File: config.mk
export PLATFORM = sky130hd
export DESIGN_NAME = act_tanh_div
export DESIGN_NICKNAME = d
export VERILOG_FILES = /design/src/rtl/act_pkg.sv /design/src/rtl/seq_divider.sv /design/src/rtl/act_tanh_div.sv
export SDC_FILE = /design/constraint.sdc
export NUM_CORES = 1
export LEC_CHECK = 0
export ABC_AREA = 1
export CORE_MARGIN = 2
export CORE_UTILIZATION = 42
export DETAILED_ROUTE_END_ITERATION = 7
export PLACE_DENSITY = 0.63
export SYNTH_ARGS = -nofsm -noshare
export SYNTH_HDL_FRONTEND = slang
export SYNTH_HIERARCHICAL = 1
export SYNTH_SLANG_ARGS = --single-unit
File: constraint.sdc
create_clock -name clk -period 3.3 [get_ports clk]
set_input_delay 0.495 -clock clk [delete_from_list [all_inputs] [get_ports clk]]
set_output_delay 0.495 -clock clk [all_outputs]
set_load 0.02 [all_outputs]
File: src/rtl/act_pkg.sv
// Shared constants and encodings for the tanh/sigmoid activation stage.
// Data format is Q3.12 signed; the divider produces ITER quotient bits.
package act_pkg;

  localparam int unsigned FRAC = 12;
  localparam int unsigned ONE  = 1 << FRAC;
  localparam int unsigned ITER = FRAC + 2;

  typedef enum logic [1:0] {
    StIdle,
    StDiv,
    StDone
  } act_state_e;

  localparam logic ACT_TANH    = 1'b0;
  localparam logic ACT_SIGMOID = 1'b1;

endpackage

File: src/rtl/seq_divider.sv
// Unsigned restoring divider, one quotient bit per cycle, MSB first.
// The partial remainder is preloaded with the upper dividend bits; o_ovf flags a quotient >= 2^ITER.
module seq_divider #(
  parameter int unsigned RW   = 17,
  parameter int unsigned ITER = 14
) (
  input  logic            clk,
  input  logic            reset,
  input  logic            i_start,
  input  logic [RW-1:0]   i_rem_init,
  input  logic [ITER-1:0] i_dividend,
  input  logic [RW-1:0]   i_divisor,
  output logic            o_busy,
  output logic            o_done,
  output logic            o_ovf,
  output logic [ITER-1:0] o_quot
);

  localparam int unsigned CW = $clog2(ITER);

  logic [RW-1:0]   r_rem;
  logic [RW-1:0]   r_div;
  logic [ITER-1:0] r_dvd;
  logic [ITER-1:0] r_quot;
  logic [CW-1:0]   r_cnt;
  logic            r_busy;
  logic            r_done;
  logic            r_ovf;

  logic [RW-1:0]   w_shift;
  logic [RW-1:0]   w_rem_nxt;
  logic            w_ge;

  always_comb begin
    w_shift   = RW'({r_rem, r_dvd[ITER-1]});
    w_ge      = (w_shift >= r_div);
    w_rem_nxt = w_ge ? (w_shift - r_div) : w_shift;
  end

  always_ff @(posedge clk or negedge reset) begin
    if (!reset) begin
      r_rem  <= '0;
      r_div  <= '0;
      r_dvd  <= '0;
      r_quot <= '0;
      r_cnt  <= '0;
      r_busy <= 1'b0;
      r_done <= 1'b0;
      r_ovf  <= 1'b0;
    end else if (i_start) begin
      r_rem  <= i_rem_init;
      r_div  <= i_divisor;
      r_dvd  <= i_dividend;
      r_quot <= '0;
      r_cnt  <= CW'(ITER - 1);
      r_busy <= 1'b1;
      r_done <= 1'b0;
      // Preloaded remainder already >= divisor means the quotient cannot fit in ITER bits.
      r_ovf  <= (i_rem_init >= i_divisor);
    end else if (r_busy) begin
      r_rem  <= w_rem_nxt;
      r_dvd  <= r_dvd << 1;
      r_quot <= {r_quot[ITER-2:0], w_ge};
      if (r_cnt == '0) begin
        r_busy <= 1'b0;
        r_done <= 1'b1;
      end else begin
        r_cnt <= r_cnt - 1'b1;
      end
    end else begin
      r_done <= 1'b0;
    end
  end

  assign o_busy = r_busy;
  assign o_done = r_done;
  assign o_ovf  = r_ovf;
  assign o_quot = r_quot;

endmodule

File: src/rtl/act_tanh_div.sv
// Activation stage: tanh = sinh/cosh (or sigmoid = (1+tanh)/2) via a sequential divider,
// with a valid/ready handshake on both sides.
module act_tanh_div
  import act_pkg::*;
#(
  parameter int unsigned WIDTH = 15
) (
  input  logic           clk,
  input  logic           reset,
  input  logic           in_valid,
  output logic           in_ready,
  input  logic [WIDTH:0] Sin_H,
  input  logic [WIDTH:0] Cos_H,
  input  logic           act_sel,
  output logic           out_valid,
  input  logic           out_ready,
  output logic [WIDTH:0] act_out,
  output logic           div_err
);

  localparam int unsigned RW  = WIDTH + 2;
  localparam int unsigned PRE = ITER - FRAC;

  act_state_e r_state;
  logic       r_in_ready;
  logic       r_out_valid;
  logic [WIDTH:0] r_act_out;
  logic       r_div_err;
  logic       r_sign;
  logic       r_sel;

  logic [RW-1:0]   w_sin_ext;
  logic [RW-1:0]   w_sin_abs;
  logic [RW-1:0]   w_rem_init;
  logic [RW-1:0]   w_divisor;
  logic [ITER-1:0] w_dvd_lo;
  logic [ITER-1:0] w_quot;
  logic            w_cos_pos;
  logic            w_accept;
  logic            w_start;
  logic            w_div_busy;
  logic            w_div_done;
  logic            w_div_ovf;
  logic signed [RW-1:0] w_mag;
  logic signed [RW-1:0] w_t;
  logic signed [RW-1:0] w_sum;
  logic signed [RW-1:0] w_sig;
  logic [WIDTH:0]  w_act;

  always_comb begin
    // Magnitude in one extra bit so -32768 maps to +32768.
    w_sin_ext  = {Sin_H[WIDTH], Sin_H};
    w_sin_abs  = Sin_H[WIDTH] ? (~w_sin_ext + RW'(1)) : w_sin_ext;
    w_cos_pos  = ~Cos_H[WIDTH] & (|Cos_H);
    w_rem_init = w_sin_abs >> PRE;
    w_dvd_lo   = {w_sin_abs[PRE-1:0], {FRAC{1'b0}}};
    w_divisor  = {1'b0, Cos_H};
    w_accept   = r_in_ready & in_valid & ~w_div_busy;
    w_start    = w_accept & w_cos_pos;
  end

  seq_divider #(
    .RW   (RW),
    .ITER (ITER)
  ) u_div (
    .clk        (clk),
    .reset      (reset),
    .i_start    (w_start),
    .i_rem_init (w_rem_init),
    .i_dividend (w_dvd_lo),
    .i_divisor  (w_divisor),
    .o_busy     (w_div_busy),
    .o_done     (w_div_done),
    .o_ovf      (w_div_ovf),
    .o_quot     (w_quot)
  );

  // Saturate |tanh| to 1.0, restore sign, optionally rescale to sigmoid in [0, ONE].
  always_comb begin
    w_mag = (w_div_ovf || (w_quot > ITER'(ONE))) ? RW'(ONE) : RW'(w_quot);
    w_t   = r_sign ? -w_mag : w_mag;
    w_sum = RW'(ONE) + w_t;
    w_sig = w_sum >>> 1;
    w_act = (r_sel == ACT_SIGMOID) ? (WIDTH + 1)'(w_sig) : (WIDTH + 1)'(w_t);
  end

  always_ff @(posedge clk or negedge reset) begin
    if (!reset) begin
      r_state     <= StIdle;
      r_in_ready  <= 1'b1;
      r_out_valid <= 1'b0;
      r_act_out   <= '0;
      r_div_err   <= 1'b0;
      r_sign      <= 1'b0;
      r_sel       <= ACT_TANH;
    end else begin
      unique case (r_state)
        StIdle: begin
          if (w_accept) begin
            r_sign     <= Sin_H[WIDTH];
            r_sel      <= act_sel;
            r_in_ready <= 1'b0;
            if (w_cos_pos) begin
              r_state <= StDiv;
            end else begin
              r_state     <= StDone;
              r_out_valid <= 1'b1;
              r_act_out   <= '0;
              r_div_err   <= 1'b1;
            end
          end
        end
        StDiv: begin
          if (w_div_done) begin
            r_state     <= StDone;
            r_out_valid <= 1'b1;
            r_act_out   <= w_act;
            r_div_err   <= 1'b0;
          end
        end
        StDone: begin
          if (out_ready) begin
            r_state     <= StIdle;
            r_out_valid <= 1'b0;
            r_in_ready  <= 1'b1;
          end
        end
        default: r_state <= StIdle;
      endcase
    end
  end

  assign in_ready  = r_in_ready;
  assign out_valid = r_out_valid;
  assign act_out   = r_act_out;
  assign div_err   = r_div_err;

endmodule
Word-level counts from Yosys, hierarchy flattened
Cells that the tools add are included.

Bitwise gates (word level): 7. Reduce and logical (&&, ||, !) cells: 14. Magnitude comparators: 3. Add/sub/neg operators: 5. Multiplexer cells: 39. Eq/ne operators: 8.

Operator list (number): 16-bit two-way mux (7); 14-bit two-way mux (5); 17-bit two-way mux (2); 16-bit one-hot mux with 2 select lines (1); 13-bit by 17-bit adder with 17-bit output, first input constant (1); 17-bit by 1-bit adder with 17-bit output, second input constant (1); 17-bit by 16-bit greater-or-equal comparator with 1-bit output (1); 14-bit negation with 17-bit output (1); 17-bit inverter (1); 15-bit by 16-bit greater-or-equal comparator with 1-bit output (1); 16-bit OR reduction (1); 16-bit subtractor (1); 14-bit by 13-bit greater-than comparator with 1-bit output, second input constant (1); 1-bit two-way mux (13); 4-bit two-way mux (3); 2-bit two-way mux (4); 2-bit inequality test, second input constant (3); 2-bit one-hot mux with 3 select lines (1); 3-bit AND reduction (2); 2-bit nonzero test (3); 5-bit AND reduction (1); 1-bit AND (4); 4-bit logical NOT (1); 2-bit by 1-bit inequality test with 1-bit output, second input constant (2); other kinds (12) (15).

Register bits: 90. Input bits: 37. Output and inout bits: 19.

Depth between registers and ports, before layout
Depth in word-level cells: 9. Gate-level depth with buffers: 20. Depth with buffers taken out: 20.

Hierarchy
The synthesis kept the hierarchy.

Modules (own cells, without submodules): seq_divider (sequential area each 1701.6 sq um, area an instance 4501.8 sq um, instances 1, cells each 612); act_tanh_div (sequential area each 576.8 sq um, area an instance 2090.8 sq um, instances 1, cells each 309).

Worst setup path before layout
Ideal clock, no wire load.

Path kind: in2reg. From: in Sin_H[0]. To: reg u_div.r_ovf, in the netlist u_div/o_ovf. Slack: 0.799 ns. Arrival: 2.384 ns. Stages: 15. Path through: inv_1 -> ha_1 -> inv_1 -> nor4_1 -> nand4_1 -> nand2_1 -> o21ai_0 -> xor2_1 -> ha_1 -> a21oi_1 -> o21ai_0 -> a21oi_1 -> nand4_1 -> nand2_1 -> nand2_1.

Cells in the longest elaborated chain, start to end: 4.

Ends and longest elaborated chain: start: declaration (RTL line act_tanh_div.sv:12) `input logic [WIDTH:0] Sin_H,`; 17-bit inverter (RTL line act_tanh_div.sv:53) `w_sin_abs = Sin_H[WIDTH] ? (~w_sin_ext + RW'(1)) : w_sin_ext;`; 17-bit by 1-bit adder with 17-bit output (RTL line act_tanh_div.sv:53); 17-bit two-way mux (RTL line act_tanh_div.sv:53); net w_sin_abs[14] (RTL line act_tanh_div.sv:33) `logic [RW-1:0] w_sin_abs;`; 15-bit by 16-bit greater-or-equal comparator with 1-bit output (RTL line seq_divider.sv:59) `r_ovf <= (i_rem_init >= i_divisor);`; end signal: assignment (RTL line seq_divider.sv:59); end: declaration (RTL line seq_divider.sv:28) `logic r_ovf;`.

The timed path passes the listed nets, and every way through them passes these cells. A chain may end at the register's enable or synchronous reset.

Worst setup path in the final report
From: in Sin_H[4]. To: reg u_div.r_ovf, in the netlist u_div/o_ovf.

Same word-level chain as after synthesis.

==> impl_metrics.json <==
{
  "status": "finished clean",
  "io_buffers": 55,
  "required_ns": 3.59,
  "via_per_inst": 4.86,
  "hold_violations": 0,
  "clockRootBuffer": "clkbuf_16",
  "synth_area_leaders": "dfrtp_1, nand2_1, inv_1, ha_1, nand3_1",
  "yosys.area.top_type": "dfrtp_1",
  "yosysWarnings": 6,
  "power_density_nw_per_um2": 314,
  "hold_path.class": "in2async",
  "p_leak_uw": 0.00406,
  "rsz0062_at_grt": "false",
  "ir_worst_vdd_uv": 256,
  "fin_crit_ns": 2.94,
  "drt_iter0_drc": 458,
  "overflow": 0,
  "cp.arrival_ns": 3.23,
  "clockBufferDepth": 2,
  "grt_pass1_wl_um": 27900,
  "grt_util_all_layers": 0.212,
  "clk_latency_ns": 0.35,
  "worstSetupPathType": "in2reg",
  "post_cts_buffers": 0,
  "fin_skew_ns": 0.00589,
  "drive_gt1_frac": 0.0798,
  "die_width_um": 129,
  "antenna_left": 0,
  "setup_viol": 0,
  "cts_made_buffers": 9,
  "io_pins": 56,
  "firstDrtPassIters": 5,
  "fmax_mhz": 340,
  "layout.nets": 1077,
  "area_growth_pct": 18.4,
  "avgSynthCellArea_sq_um": 7.16,
  "drc_errors": 0,
  "hpwl_um": 12800,
  "synth_edf_count": 0,
  "place_area_sq_um": 7470,
  "worst_pin_slew_ns": 0.687,
  "fp-row-count": 45,
  "start_util": 0.432,
  "ys_ff_latch": 91,
  "setup.worst_path.start_class": "input pin",
  "cts_tree": "built",
  "drv_slew": 0,
  "fin_crit_sh": 0.891,
  "grt_pass1_vias": 5486,
  "max_cap_viol_count": 0,
  "endpoint_kind": "flip-flop",
  "synth_area_sq_um": 6590,
  "diodes": 0,
  "slew_headroom": 0.542,
  "die_h_um": 129,
  "ys_seq_area_frac": 0.346,
  "synth.distinct_cells": 55,
  "clk_pin_slew_worst_paths_ns": 0.07,
  "ctsHtreeMaxLevel": 3,
  "dieArea_sq_um": 16700,
  "clock_sinks": 91,
  "place.gp.congestion": 0.951,
  "vias": 5900,
  "antenna_found_initial": 0,
  "tns_ns": 0,
  "final_cell_area_sq_um": 7800,
  "power_uw": 2450,
  "grt_max_degree": 54,
  "async_reset_ff_frac": 1.00,
  "routed_wl_um": 16600,
  "core_area_sq_um": 15300,
  "synth_cells": 921,
  "wl_per_cell_um": 13.6,
  "synth_top_area_share": 0.342,
  "ys.flop_type": "dfrtp_1",
  "cp_max_fo": 2
}
cells in the mapped netlist (14+ instances only):
cell type	count
a21oi_1	21
a22oi_1	15
clkbuf_1	16
dfrtp_1	90
ha_1	41
inv_1	145
nand2_1	268
nand3_1	54
nor2_1	70
o21ai_0	46
xor2_1	14
critical path: stages:
cell	delay, ns
clkdlybuf4s50_1	0.43
nor2_1	0.09
inv_1	0.06
nor4_1	0.18
inv_1	0.09
nor3_1	0.20
nand2_1	0.11
nor3_1	0.21
nand2_1	0.13
nand2_1	0.09
xnor2_1	0.09
ha_1	0.32
nand2_1	0.07
nor3_1	0.28
nand4_1	0.15
nand4_1	0.11
nand2_1	0.05
nand2_1	0.06
cells by family after synthesis:
kind of cell	after synthesis	share of synthesized area
AND/OR/NAND/NOR	455	0.301
other	1	0.000569
adder cells (fa/ha/maj)	42	0.0809
flip-flops	91	0.346
XOR/XNOR	26	0.0357
AO/OA/AOI/OAI	133	0.129
buffers and inverters	173	0.107
placed cells by master, fill, tap and decap left out, drive strengths merged, types with 2 or more instances in the layout:
cell type,synthesis,routed
conb,1,19
nor3,9,9
and2,2,2
o21bai,2,2
inv,148,150
xor2,15,15
a21oi,23,23
o31ai,2,2
buf,8,19
ha,41,41
clkdlybuf4s50,0,54
clkbuf,17,9
nand4,12,12
o41ai,3,3
dfrtp,90,90
o21ai,54,54
nand3b,6,6
nor4,4,4
bufinv,0,2
or2,7,7
nand2,283,283
a31oi,3,3
a22oi,15,15
o221ai,4,4
o22ai,12,12
clkinv,0,2
nand3,56,56
o211ai,12,12
nor2,76,76
xnor2,11,11
routing by layer:
| metal | up-vias | wire length, um | track usage |
|---|---|---|---|
| met3 | 16 | 675 | 0.0264 |
| met2 | 129 | 7240 | 0.326 |
| li1 | 3096 | - | - |
| met4 | 0 | 252 | 0.0646 |
| met1 | 2659 | 8400 | 0.312 |
| met5 | - | 0 | 0 |
final timing paths:
kind | start | end | slack [ns] | cells after the start
hold reg to reg | act_out[0] | act_out[0] | 0.47 | 2
min in group clk | act_out[0] | act_out[0] | 0.47 | 2
hold / removal | reset | u_div/r_div[5] | 0.18 | 1
max in group asynchronous | reset | u_div/o_quot[4] | 2.36 | 2
setup reg to reg | u_div/o_ovf | act_out[13] | 0.63 | 20
setup / recovery | Sin_H[4] | u_div/o_ovf | 0.36 | 18
registers in the layout, summed over array words and instances, names as in the netlist, 2 cells and up:
register,cells
act_out,16
u_div/r_rem,16
r_state,2
u_div/o_quot,14
u_div/r_dvd,14
u_div/r_cnt,4
u_div/r_div,17
per-stage QoR:
step           setup WS (ns)  hold slack (ns)   util  instances
2_1_floorplan          0.799            0.199      -        939
3_3_place_gp          0.0929            0.462  0.490       1198
3_5_place_dp         0.00215            0.465  0.490       1198
4_1_cts                0.345            0.210  0.511       1214
5_1_grt               0.0463            0.234  0.511       1214
6_report               0.360            0.182  0.511       1214
power by group:
| group | switching (uW) | internal [uW] | total (uW) |
|---|---|---|---|
| logic | 121 | 89.8 | 211 |
| registers | 0 | 1110 | 1120 |
| clock network | 454 | 669 | 1120 |
layout make-up:
type	count	area, sq um
clock buffer	9	225
clock inverter	7	97.6
fill	1494	7460
inverter	148	558
multi-input combinational	675	3680
sequential	91	2280
tap	211	264
timing repair buffer	73	696
repair_timing:
item	CTS	global route
resized for setup	0	1
endpoints found under the setup margin	0	1
hold buffers	0	0
(Power assumes the default switching activity.)
